## src/rtl/sd_block_writer_pkg.sv

```systemverilog
// sd_block_writer_pkg: shared states, SD protocol bytes and error codes for the block writer
package sd_block_writer_pkg;

    typedef enum logic [3:0] {
        S_IDLE, S_CMD, S_R1, S_GAP, S_TOKEN, S_DATA, S_CRC, S_DRESP, S_BUSY, S_TAIL
    } wr_state_t;

    localparam logic [7:0] CMD24      = 8'h58;
    localparam logic [7:0] DATA_TOKEN = 8'hFE;
    localparam logic [7:0] DRESP_MASK = 8'h1F;
    localparam logic [7:0] DRESP_OK   = 8'h05;
    localparam logic [7:0] FILL       = 8'hFF;

    localparam logic [2:0] ERR_NONE         = 3'd0;
    localparam logic [2:0] ERR_R1_TIMEOUT   = 3'd1;
    localparam logic [2:0] ERR_R1_NONZERO   = 3'd2;
    localparam logic [2:0] ERR_DATA_REJECT  = 3'd3;
    localparam logic [2:0] ERR_BUSY_TIMEOUT = 3'd4;

    localparam int R1_POLLS    = 8;
    localparam int BLOCK_BYTES = 512;

    function automatic logic data_accepted(input logic [7:0] resp);
        return (resp & DRESP_MASK) == DRESP_OK;
    endfunction

endpackage

```

## src/rtl/spi_byte_xfer.sv

```systemverilog
// spi_byte_xfer: one SPI mode-0 byte exchange, MSB first, SCLK_HALF clk cycles per half-period
module spi_byte_xfer #(
    parameter int SCLK_HALF = 2
) (
    input  logic       clk,
    input  logic       rst,
    input  logic       start,
    input  logic [7:0] tx,
    input  logic       miso,
    output logic       sclk,
    output logic       mosi,
    output logic       done,
    output logic [7:0] rx
);

    logic        active;
    logic [6:0]  sh;
    logic [3:0]  half;
    logic [15:0] div;
    logic        edge_now;

    assign edge_now = div == 16'(SCLK_HALF - 1);

    // Divide clk into SCLK half-periods: sample on the rising edge, shift on the falling edge
    always_ff @(posedge clk or posedge rst) begin
        if (rst) begin
            active <= 1'b0;
            sh     <= '0;
            half   <= '0;
            div    <= '0;
            sclk   <= 1'b0;
            mosi   <= 1'b1;
            done   <= 1'b0;
            rx     <= '0;
        end else begin
            done <= 1'b0;
            if (!active) begin
                if (start) begin
                    active <= 1'b1;
                    sh     <= tx[6:0];
                    mosi   <= tx[7];
                    div    <= '0;
                    half   <= '0;
                    sclk   <= 1'b0;
                end
            end else if (!edge_now) begin
                div <= div + 16'd1;
            end else begin
                div  <= '0;
                sclk <= ~sclk;
                half <= half + 4'd1;
                if (!sclk) begin
                    rx <= {rx[6:0], miso};
                end else if (half == 4'd15) begin
                    active <= 1'b0;
                    done   <= 1'b1;
                    mosi   <= 1'b1;
                end else begin
                    sh   <= {sh[5:0], 1'b0};
                    mosi <= sh[6];
                end
            end
        end
    end

endmodule

```

## src/rtl/sd_block_writer.sv

```systemverilog
// sd_block_writer: CMD24 single-block SDHC write over SPI; SD_WR_BUSY_TIMEOUT_EN bounds the busy poll
module sd_block_writer
    import sd_block_writer_pkg::*;
#(
    parameter int SCLK_HALF  = 2,
    parameter int BUSY_LIMIT = 65535
) (
    input  logic        clk,
    input  logic        rst,
    input  logic        wr_req,
    input  logic [31:0] block_addr,
    output logic        wr_busy,
    output logic        wr_done,
    output logic        wr_err,
    output logic [2:0]  err_code,
    output logic [8:0]  buf_addr,
    input  logic [7:0]  buf_data,
    output logic        cs,
    output logic        sclk,
    output logic        mosi,
    input  logic        miso
);

`ifdef SD_WR_BUSY_TIMEOUT_EN
    localparam logic TO_EN = 1'b1;
`else
    localparam logic TO_EN = 1'b0;
`endif

    wr_state_t   state;
    logic [15:0] cnt;
    logic [31:0] addr;
    logic        x_start;
    logic [7:0]  x_tx;
    logic        x_done;
    logic [7:0]  x_rx;
    logic [2:0]  err_val;

    spi_byte_xfer #(.SCLK_HALF(SCLK_HALF)) u_xfer (
        .clk   (clk),
        .rst   (rst),
        .start (x_start),
        .tx    (x_tx),
        .miso  (miso),
        .sclk  (sclk),
        .mosi  (mosi),
        .done  (x_done),
        .rx    (x_rx)
    );

    // Classify the byte just received; only meaningful while x_done is high
    always_comb begin
        err_val = (state == S_R1 && !x_rx[7] && x_rx != 8'h00) ? ERR_R1_NONZERO :
                  (state == S_R1 && x_rx[7] && cnt == 16'(R1_POLLS - 1)) ? ERR_R1_TIMEOUT :
                  (state == S_DRESP && !data_accepted(x_rx)) ? ERR_DATA_REJECT :
                  (TO_EN && state == S_BUSY && x_rx == 8'h00 && cnt == 16'(BUSY_LIMIT - 1)) ? ERR_BUSY_TIMEOUT :
                  ERR_NONE;
    end

    // Byte sequencer: each finished byte decides the next state and launches the next byte
    always_ff @(posedge clk or posedge rst) begin
        if (rst) begin
            state    <= S_IDLE;
            cs       <= 1'b1;
            wr_busy  <= 1'b0;
            wr_done  <= 1'b0;
            wr_err   <= 1'b0;
            err_code <= ERR_NONE;
            buf_addr <= '0;
            cnt      <= '0;
            addr     <= '0;
            x_start  <= 1'b0;
            x_tx     <= FILL;
        end else begin
            x_start <= 1'b0;
            wr_done <= 1'b0;
            if (state == S_IDLE) begin
                if (wr_req && !wr_done) begin
                    state    <= S_CMD;
                    cs       <= 1'b0;
                    addr     <= block_addr;
                    wr_busy  <= 1'b1;
                    wr_err   <= 1'b0;
                    err_code <= ERR_NONE;
                    cnt      <= '0;
                    x_tx     <= CMD24;
                    x_start  <= 1'b1;
                end
            end else if (x_done) begin
                x_start <= 1'b1;
                x_tx    <= FILL;
                cnt     <= cnt + 16'd1;
                if (err_val != ERR_NONE) begin
                    cs       <= 1'b1;
                    wr_err   <= 1'b1;
                    err_code <= err_val;
                    state    <= S_TAIL;
                end else begin
                    case (state)
                        S_CMD: begin
                            if (cnt == 16'd5) begin
                                state <= S_R1;
                                cnt   <= '0;
                            end else if (cnt < 16'd4) begin
                                x_tx <= addr[31:24];
                                addr <= {addr[23:0], 8'h00};
                            end
                        end
                        S_R1:    if (!x_rx[7]) state <= S_GAP;
                        S_GAP: begin
                            state <= S_TOKEN;
                            x_tx  <= DATA_TOKEN;
                        end
                        S_TOKEN: begin
                            state    <= S_DATA;
                            cnt      <= '0;
                            x_tx     <= buf_data;
                            buf_addr <= buf_addr + 9'd1;
                        end
                        S_DATA: begin
                            if (cnt == 16'(BLOCK_BYTES - 1)) begin
                                state <= S_CRC;
                                cnt   <= '0;
                            end else begin
                                x_tx     <= buf_data;
                                buf_addr <= buf_addr + 9'd1;
                            end
                        end
                        S_CRC:   if (cnt == 16'd1) state <= S_DRESP;
                        S_DRESP: begin
                            state <= S_BUSY;
                            cnt   <= '0;
                        end
                        S_BUSY: begin
                            if (x_rx != 8'h00) begin
                                state <= S_TAIL;
                                cs    <= 1'b1;
                            end
                        end
                        S_TAIL: begin
                            state   <= S_IDLE;
                            wr_done <= 1'b1;
                            wr_busy <= 1'b0;
                            x_start <= 1'b0;
                        end
                        default: state <= S_IDLE;
                    endcase
                end
            end
        end
    end

endmodule

```

## config.mk

```make
export PLATFORM = sky130hd
export DESIGN_NAME = sd_block_writer
export DESIGN_NICKNAME = d
export VERILOG_FILES = /design/src/rtl/sd_block_writer_pkg.sv /design/src/rtl/spi_byte_xfer.sv /design/src/rtl/sd_block_writer.sv
export SDC_FILE = /design/constraint.sdc
export NUM_CORES = 1
export LEC_CHECK = 0
export CAP_MARGIN = 10
export CORE_AREA = 3 3 98 193
export DETAILED_ROUTE_END_ITERATION = 7
export DIE_AREA = 0 0 101 196
export HOLD_SLACK_MARGIN = 0.1
export PLACE_DENSITY_LB_ADDON = 0.08
export SLEW_MARGIN = 20
export SYNTH_ARGS = -nofsm -noshare
export SYNTH_HDL_FRONTEND = slang
export SYNTH_SLANG_ARGS = --single-unit
```

## constraint.sdc

```tcl
create_clock -name clk -period 3.49 [get_ports clk]
set_input_delay 0.698 -clock clk [delete_from_list [all_inputs] [get_ports clk]]
set_output_delay 0.698 -clock clk [all_outputs]
set_load 0.01 [all_outputs]
```

# ---- Yosys cells after proc, flatten, opt, wreduce, memory -nomap -nowiden
# Index checks and enable logic that the tools add are counted.
dict set report word_totals {
  reg_bits 116
  input_bits 44
  output_inout_bits 18
  wordCells 180
}
dict set report classes {
  add_sub_neg 4
  order_cmp 1
  n_eq_ne 28
  mux 92
  n_bitwise 3
  reduce_logical 33
}
# operator n
set op_table {}
lappend op_table {{32-bit two-way mux} 7}
lappend op_table {{16-bit two-way mux} 9}
lappend op_table {{8-bit two-way mux} 7}
lappend op_table {{4-bit two-way mux} 12}
lappend op_table {{16-bit case mux with 3 select lines} 1}
lappend op_table {{1-bit two-way mux} 40}
lappend op_table {{7-bit two-way mux} 5}
lappend op_table {{16-bit by 1-bit adder with 16-bit output, second input constant} 2}
lappend op_table {{16-bit by 1-bit equality test with 1-bit output, second input constant} 2}
lappend op_table {{16-bit by 3-bit equality test with 1-bit output, second input constant} 2}
lappend op_table {{4-bit case mux with 8 select lines} 1}
lappend op_table {{8-bit case mux with 4 select lines} 1}
lappend op_table {{4-bit != test, second input constant} 5}
lappend op_table {{9-bit case mux with 2 select lines} 1}
lappend op_table {{16-bit by 9-bit equality test with 1-bit output, second input constant} 1}
lappend op_table {{4-bit by 3-bit equality test with 1-bit output, second input constant} 4}
lappend op_table {{16-bit by 3-bit less-than comparator with 1-bit output, second input constant} 1}
lappend op_table {{2-bit nonzero test} 7}
lappend op_table {{4-bit equality test, second input constant} 3}
lappend op_table {{3-bit two-way mux} 4}
lappend op_table {{4-bit AND reduction} 3}
lappend op_table {{2-bit != test, second input constant} 5}
lappend op_table {{9-bit by 1-bit adder with 9-bit output, second input constant} 1}
lappend op_table {{9-bit two-way mux} 1}
lappend op_table {{18 further kinds} 36}

# ---- Longest topological paths before layout
# Gate-level depths: netlist of run 1.
dict set report logic_depth {
  ltp_word 10
  mapped_depth 10
  mapped_depth_nobuf 8
}

# ---- Modules after synthesis
# A second synthesis of run 1 with hierarchy kept.
dict set report hier_totals {
  hier_cells 609
  hier_area_um2 5769.3
}
# module instances cells_per_inst area_per_inst_um2
set modules_own_cells {}
lappend modules_own_cells {sd_block_writer 1 431 3828.7}
lappend modules_own_cells {spi_byte_xfer 1 178 1940.6}

# ---- Worst setup path before layout of run 1
# No wires, ideal clock.
dict set report synth_timing {
  path_kind {reg2reg}
  startpoint {reg state[0]}
  endpoint {reg addr[10]}
  setup_ns 0.143
  arrival_time_ns 2.051
  path_slack_ns 1.296
  path_stages_with_launch 10
  n_path_buf 3
  period_less_slack_ns 2.194
  cell_sequence {dfrtp_1 buf_6 or4b_4 a211oi_2 or2_2 o31ai_2 and2_1 buf_6 buf_12 a2bb2oi_2}
}
dict set report synth_between {
  elab_chain_cells 8
  elab_cells_between_ends 21
  cone_classes {eq/ne (6); mux (4); reduce/logical (11)}
}
# element line
set synth_lines {}
lappend synth_lines {{start, declared} sd_block_writer.sv:30} ;# wr_state_t state;
lappend synth_lines {{start signal, assigned} sd_block_writer.sv:63} ;# state <= S_IDLE;
lappend synth_lines {{start signal, assigned} sd_block_writer.sv:79} ;# state <= S_CMD;
lappend synth_lines {{start signal, assigned} sd_block_writer.sv:97} ;# state <= S_TAIL;
lappend synth_lines {{4-bit by 3-bit equality test with 1-bit output or 4-bit by 2-bit equality test with 1-bit output (tied branches)} {sd_block_writer.sv:55, sd_block_writer.sv:53, sd_block_writer.sv:54}}
lappend synth_lines {{1-bit logical AND, on equally long branches} {sd_block_writer.sv:55, sd_block_writer.sv:54}}
lappend synth_lines {{2-bit two-way mux or 1-bit logical AND (tied branches)} {sd_block_writer.sv:55, sd_block_writer.sv:54}}
lappend synth_lines {{2-bit two-way mux} sd_block_writer.sv:54} ;# (state == S_R1 && x_rx[7] && cnt == 16'(R1_POLLS - 1)) ? ERR_R1_TIMEOUT :
lappend synth_lines {{2-bit two-way mux} sd_block_writer.sv:53} ;# err_val = (state == S_R1 && !x_rx[7] && x_rx != 8'h00) ? ERR_R1_NONZERO :
lappend synth_lines {{3-bit nonzero test} sd_block_writer.sv:93} ;# if (err_val != ERR_NONE) begin
lappend synth_lines {{2-bit != test (no line)} -}
lappend synth_lines {{6-bit AND reduction (no line)} -}
lappend synth_lines {{end signal, assigned} sd_block_writer.sv:81} ;# addr <= block_addr;
lappend synth_lines {{end signal, assigned} sd_block_writer.sv:106} ;# addr <= {addr[23:0], 8'h00};
lappend synth_lines {{end, declared} sd_block_writer.sv:32} ;# logic [31:0] addr;
# Several ways; a longest one is shown, not always the timed one.
# A chain may end at the register's enable or synchronous reset.

# ---- Worst setup path in the final report of run 1
dict set report layout_timing {
  startpoint {reg state[3]}
  endpoint {reg addr[22]}
}
# The elaborated chain is that of the path after synthesis.

==> results.py, run 1 <==
metrics = {
    "logic_synthesis": {
        "synthesis.area_per_instance_sq_um": 10.26,
        "synthDominantAreaCellType": "dfrtp_1",
        "yosys-top-cells-count": "dfrtp_1 (105), nand2_1 (66), o21ai_0 (52)",
        "ys_async_sr_fraction_pct": 100.0,
        "yosys_warns": 0,
        "post_synth_num_cell_types": 64,
        "sequential_share_of_the_synthesized_area_pct": 48.84,
        "post_synth_instance_area_sq_mm": 0.005918,
        "synth_flop_type": "dfrtp_1",
        "ys_ff_latch": 115,
        "synthMostInstantiatedCell": "dfrtp_1",
        "synth.net_count": 627,
        "synth_enable_flop_cells": 0,
        "syn-instance-count": 577,
        "yosysTopAreaCellShare_pct": 44.40,
        "synthTopCellsByArea": "dfrtp_1 (44%), a2bb2oi_2 (5.1%), dfstp_2 (4.4%), o21ai_0 (4.4%), nand2_1 (4.2%)",
    },
    "drt": {
        "drt_pre_antenna_iters": 4,
        "drt_wl_total_microns": 16120,
        "detail_route.drc_violations": 0,
        "routed_wire_length_per_instance_microns": 18.92,
        "detailedRoute.firstIterationViolations": 275,
        "via_per_inst": 5.588,
        "routed-via-count": 4761,
        "drtAntennaViolNets": 0,
    },
    "flow_run": {
        "drv.max_cap_violation_count": 0,
    },
    "timing": {
        "slew_viol_final": 0,
        "final-setup-viol-count": 0,
        "timing_hold_violations_final": 0,
        "finalSetupTns_ps": 0,
        "max_freq_mhz": 365.8,
        "final_min_period_over_clock_period_pct": 78.32,
        "max_slew_headroom_pct": 41.51,
        "period_minus_slack_ps": 2733,
        "tightest_slew_ps": 874.1,
        "fin_worst_skew_ps": 8.703,
        "rsz_0062_raised_after_global_routing": "false",
    },
    "floorplanning": {
        "placementRows": 68,
        "start_util_pct": 33.77,
        "die_area_sq_mm": 0.01980,
        "die_y_microns": 196,
        "floorplan.core_area_sq_mm": 0.01753,
        "width_of_the_chip_microns": 101,
        "design.portCount": 62,
    },
    "clock_network": {
        "total_cts_buffers": 17,
        "cts-root-to-sink-buffers": 2,
        "tritoncts": "yes",
        "latest_clock_arrival_within_the_worst_skew_pair_ps": 410,
        "cts_repair_resize_count": 0,
        "cts.repair_timing.setup_buffer_count": 0,
        "cts.htree.levels": 4,
        "clockRootBuffer": "clkbuf_16",
        "cts.reportedPaths.clkPinSlew_ps": 50,
        "cts_sinks": 115,
        "cts.hold.buffers_added": 0,
    },
    "cells_and_area": {
        "filler_cell_count": 1736,
        "ff_latch_area_sq_mm": 0.002890,
        "area_delta_synth_final_pct": 23.68,
        "antennaDiodeCount": 0,
        "post_layout_nonfiller_instances": 852,
        "drive_gt1_share_pct": 15.58,
        "final_area_sq_mm": 0.007320,
        "footprint_of_the_multi_input_gates_sq_mm": 0.002796,
        "nets": 679,
    },
    "placement": {
        "port_buffers": 60,
        "place_area_sq_mm": 0.006661,
        "dp_cells": 820,
        "gpl.final_weighted_congestion": 0.8488,
        "detailed_place_hpwl_microns": 11640,
    },
    "global_routing": {
        "maximum_number_of_pins_on_one_net_before_global_route_repair": 103,
        "grt_first_pass_wirelength_microns": 26050,
        "vias_in_the_first_global_route": 4858,
        "grt_antenna_before_repair": 0,
        "grt_usage_pct": 16.98,
        "globalRoute.totalOverflow": 0,
    },
    "worst_setup_path": {
        "worst_setup_path_end_kind": "flop",
        "crit_path_start_kind": "flop",
        "worstPathMaxFanout": 24,
        "chain_of_cells_forming_the_critical_path": "inv_1 -> nand4_1 -> or3_1 -> nand4_2 -> o22ai_1 -> a2bb2oi_2",
        "dominant_delay_contributor_by_cell_family_on_the_critical_path": "simple AND/OR/NAND/NOR gates",
        "worstSetupPathType": "reg -> reg",
        "worst_path_max_delay_cell": "dfrtp_1",
        "critPathMaxStageDelay_ps": 830,
        "worst-path-buf-inv": 1,
        "worst_ep_required_time_ps": 3780,
        "timing.critical_path.arrival_ps": 3020,
    },
    "power": {
        "power.leakage_nw": 3.067,
        "p_sw_share_pct": 19.33,
        "power_report.internal_total_mw": 2.698,
        "p_clk_share_pct": 57.7,
        "pwr-share-seq_pct": 39.9,
        "power_switching_mw": 0.6466,
        "pwr_cell_area_mw_per_mm2": 457.0,
        "irDropWorstVdd_v": 0.0002976,
        "power_frac_comb_pct": 2.4,
    },
    "min_path": {
        "hold_path_class": "reg -> reg",
    },
    "run_status": {
        "status": "finished, final reports clean",
    },
}
==> metal layers <==
layer / up-vias / track usage, % / share of wire, %
li1: 2257 / - / -
met1: 2375 / 18.15 / 37
met2: 111 / 31.87 / 57
met3: 18 / 3.630 / 3.7
met4: 0 / 6.065 / 1.9
met5: - / 0 / 0
==> flip-flops by register name, indices dropped and copies added (netlist names), 4 cells and up <==
| register | cells |
|---|---|
| u_xfer.half | 4 |
| cnt | 16 |
| u_xfer.div | 16 |
| addr | 32 |
| u_xfer.rx | 8 |
| buf_addr | 9 |
| u_xfer.sh | 7 |
| x_tx | 8 |
| state | 4 |
==> worst paths after layout <==
check / from / end / slack [ps] / depth (start not counted)
worst max-delay path: state[3]$_DFFE_PP0P_ / addr[22]$_DFFE_PP0P_ / 760 / 6
worst min-delay path: buf_addr[8]$_DFFE_PP0P_ / buf_addr[8]$_DFFE_PP0P_ / 480 / 1
worst max register to register: state[3]$_DFFE_PP0P_ / addr[22]$_DFFE_PP0P_ / 760 / 6
worst min register to register: buf_addr[8]$_DFFE_PP0P_ / buf_addr[8]$_DFFE_PP0P_ / 480 / 1
max in group asynchronous: rst / cnt[0]$_DFFE_PP0P_ / 2010 / 3
min in group asynchronous: rst / u_xfer.div[14]$_DFFE_PP0P_ / 610 / 2
==> power by group through the flow <==
| stage | clock network (mW) | logic, mW | registers (mW) |
|---|---|---|---|
| after floorplan | 0 | 0.0217 | 1.36 |
| after global placement | 0 | 0.0845 | 1.36 |
| after detailed placement | 0 | 0.0840 | 1.36 |
| after CTS | 1.98 | 0.0846 | 1.33 |
| after global routing | 2.02 | 0.0900 | 1.33 |
| final | 1.93 | 0.0812 | 1.34 |
==> cell type report <==
class / instances / share of cell area, %
Sequential cell: 115 / 39.49
Multi-Input combinational cell: 416 / 38.21
Timing Repair Buffer: 68 / 9.197
Clock buffer: 22 / 6.479
Tap cell: 210 / 3.590
Clock inverter: 10 / 2.427
Inverter: 11 / 0.6154
==> per-stage QoR <==
| stage | hold slack (ps) | power (mW) | setup WS (ps) | utilization, % |
|---|---|---|---|---|
| finish | 481.1 | 3.345 | 756.6 | 41.76 |
| global route | 502.9 | 3.449 | 550.3 | 41.76 |
| CTS | 488.5 | 3.397 | 754.5 | 41.73 |
| detailed placement | 475.1 | 1.442 | 677.9 | 38.01 |
| global placement | 469.3 | 1.442 | 642.4 | 38.01 |
| floorplan | 449.6 | 1.380 | 1296 | - |
==> worst reg2reg max path, cell delays in order (launching register included) <==
cell and delay (ps):
dfrtp_1 830, inv_1 280, nand4_1 210, or3_1 220, nand4_2 570, o22ai_1 420
a2bb2oi_2 90
==> logic make-up after synthesis <==
family                   share of synthesized area, %
AO/OA/AOI/OAI                                   22.01
multiplexers                                    3.425
flip-flops                                      48.84
buffers and inverters                           4.080
AND/OR/NAND/NOR                                 18.10
other                                         0.06336
adder cells (fa/ha/maj)                         1.268
XOR/XNOR                                        2.220
==> cells in the final DEF (no fill, tap or decap), drive strengths merged, types with 10 or more instances in the layout <==
cell	n
dfrtp	105
nand2	67
clkdlybuf4s50	60
o21ai	57
nor2	31
o22ai	25
a2bb2oi	24
clkbuf	22
nor3	20
a21oi	15
a31oi	15
nand3	14
nor4	13
nand4	12
a22o	11
mux2	10
inv	10
dfstp	10
Power figures use the tool's default switching activity.
==> run 2, diff against run 1 <==
==> constraint.sdc (replaced) <==
create_clock -name clk -period 2.7 [get_ports clk]
set_input_delay 0.54 -clock clk [delete_from_list [all_inputs] [get_ports clk]]
set_output_delay 0.54 -clock clk [all_outputs]
set_load 0.01 [all_outputs]
==> run 2 against run 1 <==
Setup slack got worse by 510 ps. Routed wire length is 0.73% lower. Sequential power grew 29%. Clock-buffer cell count unchanged. Final cell count is 2.3% higher. Power is 21% higher. Largest cell class unchanged. Die area did not move. Design area rose by 1.2%. Hold slack lost 12 ps. Sequential cell count did not move. Via count down 0.36%. First-iteration DRC count shrank 44%.
==> results.py, run 2 (same netlist as run 1, synthesis figures left out) <==
metrics = {
    "floorplanning": {
        "die_area_sq_mm": 0.01980,
        "start_util_pct": 33.77,
        "die_y_microns": 196,
        "floorplan.core_area_sq_mm": 0.01753,
        "width_of_the_chip_microns": 101,
        "design.portCount": 62,
        "placementRows": 68,
    },
    "global_routing": {
        "grt_antenna_before_repair": 0,
        "grt_usage_pct": 16.94,
        "vias_in_the_first_global_route": 5009,
        "grt_first_pass_wirelength_microns": 26050,
        "maximum_number_of_pins_on_one_net_before_global_route_repair": 37,
        "globalRoute.totalOverflow": 0,
    },
    "drt": {
        "detailedRoute.firstIterationViolations": 155,
        "via_per_inst": 5.440,
        "routed_wire_length_per_instance_microns": 18.35,
        "drtAntennaViolNets": 0,
        "routed-via-count": 4744,
        "detail_route.drc_violations": 0,
        "drt_pre_antenna_iters": 6,
        "drt_wl_total_microns": 16000,
    },
    "cells_and_area": {
        "antennaDiodeCount": 0,
        "drive_gt1_share_pct": 17.82,
        "nets": 699,
        "post_layout_nonfiller_instances": 872,
        "layout.cells.most_common_list": "dfrtp_1 (105), nand2_1 (66), clkdlybuf4s50_1 (60)",
        "filler_cell_count": 1724,
        "max_flop_register": "addr",
        "area_delta_synth_final_pct": 25.18,
        "top_regs": "addr: 32 flops, cnt: 16 flops, u_xfer.div: 16 flops",
        "largest_register_ff_count": 32,
        "mostFrequentLayoutCell": "dfrtp_1",
    },
    "power": {
        "pwr_cell_area_mw_per_mm2": 544.3,
        "p_clk_share_pct": 54.5,
        "power.leakage_nw": 3.132,
        "power_frac_comb_pct": 2.7,
        "pwr-share-seq_pct": 42.8,
        "power_switching_mw": 0.8467,
        "power_mw": 4.032,
        "power_report.internal_total_mw": 3.185,
        "p_sw_share_pct": 21.00,
        "irDropWorstVdd_v": 0.0002858,
    },
    "clock_network": {
        "cts.htree.levels": 4,
        "latest_clock_arrival_within_the_worst_skew_pair_ps": 410,
        "total_cts_buffers": 17,
        "cts.reportedPaths.clkPinSlew_ps": 60,
        "tritoncts": "yes",
        "cts.hold.buffers_added": 0,
        "cts_repair_resize_count": 0,
        "cts.repair_timing.setup_buffer_count": 0,
        "cts_sinks": 115,
        "cts-root-to-sink-buffers": 2,
        "clockRootBuffer": "clkbuf_16",
    },
    "timing": {
        "slew_viol_final": 0,
        "tightest_slew_ps": 816.1,
        "rsz_0062_raised_after_global_routing": "false",
        "fin_worst_skew_ps": 9.724,
        "period_minus_slack_ps": 2455,
        "timing_hold_violations_final": 0,
        "final_min_period_over_clock_period_pct": 90.93,
        "max_slew_headroom_pct": 45.39,
        "max_freq_mhz": 407.3,
        "final-setup-viol-count": 0,
        "finalSetupTns_ps": 0,
        "worst_slack_ps": 245.0,
    },
    "placement": {
        "dp_worst_setup_slack_ps": 266.8,
        "detailed_place_hpwl_microns": 11840,
        "port_buffers": 60,
        "dp_cells": 840,
        "gpl.final_weighted_congestion": 0.8404,
    },
    "min_path": {
        "worstHoldPathCells": 1,
        "hold_path_class": "reg -> reg",
    },
    "run_status": {
        "status": "finished, final reports clean",
    },
    "worst_setup_path": {
        "worst-r2r-cell-count": 7,
        "timing.critical_path.arrival_ps": 2730,
        "worst_ep_required_time_ps": 2980,
        "crit_path_start_kind": "flop",
        "worstSetupPathType": "reg -> reg",
        "worstPathMaxFanout": 24,
        "worst_setup_path_end_kind": "flop",
    },
    "flow_run": {
        "drv.max_cap_violation_count": 0,
    },
}
-- run 2: changes by cell type in the layout (fill, tap and decap cells not counted), sizes merged --
cell | previous run | this run
bufinv | 5 | 2
clkinv | 4 | 5
buf | 8 | 28
clkinvlp | 2 | 4
-- run 2: path summary, 6_finish.rpt --
| kind | slack, ps | start | to |
|---|---|---|---|
| worst max-delay path | 250 | state[0]$_DFFE_PP0P_ | addr[10]$_DFFE_PP0P_ |
| worst min-delay path | 470 | buf_addr[8]$_DFFE_PP0P_ | buf_addr[8]$_DFFE_PP0P_ |
| worst max register to register | 250 | state[0]$_DFFE_PP0P_ | addr[10]$_DFFE_PP0P_ |
| worst min register to register | 470 | buf_addr[8]$_DFFE_PP0P_ | buf_addr[8]$_DFFE_PP0P_ |
| max in group asynchronous | 1460 | rst | cs$_DFFE_PP1P_ |
| min in group asynchronous | 530 | rst | u_xfer.half[2]$_DFFE_PP0P_ |
-- run 2: final cells by class --
class / instances / area, sq um / share of cell area [%]
Clock buffer: 22 / 464.2 / 6.266
Timing Repair Buffer: 88 / 848.3 / 11.45
Tap cell: 210 / 262.8 / 3.547
Sequential cell: 115 / 2890 / 39.01
Clock inverter: 10 / 107.6 / 1.452
Multi-Input combinational cell: 416 / 2790 / 37.66
Inverter: 11 / 45.04 / 0.6080
-- run 2: stage by stage --
stage          hold slack (ps)  area [sq um]  util [%]
2_1_floorplan            449.6          5922         -
3_3_place_gp             468.4          6837     39.01
3_5_place_dp             465.1          6837     39.01
4_1_cts                  477.2          7408     42.27
5_1_grt                  500.2          7408     42.27
6_report                 469.2          7408     42.27
-- run 2: worst max-delay path, stage by stage, from the launching register on --
cell and delay, ps:
dfrtp_1 530, or4b_4 600, a211oi_2 330, or2_2 200
o31ai_2 70, and2_1 170, buf_4 240, a2bb2oi_2 170
-- run 2: power groups by stage --
stage	Combinational (mW)	Sequential, mW	Clock, mW
3_3_place_gp	0.113	1.76	0
2_1_floorplan	0.0280	1.76	0
4_1_cts	0.115	1.73	2.25
6_report	0.110	1.73	2.20
5_1_grt	0.122	1.72	2.33
3_5_place_dp	0.114	1.76	0
-- run 2: metal layers --
metal	routed length [microns]	GRT usage, %
met5	0	0
met4	401	7.150
met3	521	3.488
met2	8871	31.67
met1	6205	17.79
==> run 3, diff against run 2 <==
--- a/config.mk
+++ b/config.mk
@@ -5,7 +5,8 @@
 export SDC_FILE = /design/constraint.sdc
 export NUM_CORES = 1
 export LEC_CHECK = 0
-export CAP_MARGIN = 10
+export ABC_AREA = 0
+export CAP_MARGIN = 5
 export CORE_AREA = 3 3 98 193
 export DETAILED_ROUTE_END_ITERATION = 7
 export DIE_AREA = 0 0 101 196
==> results of run 3 <==
No change in the layout: final DEF, timing and power equal those of run 2.
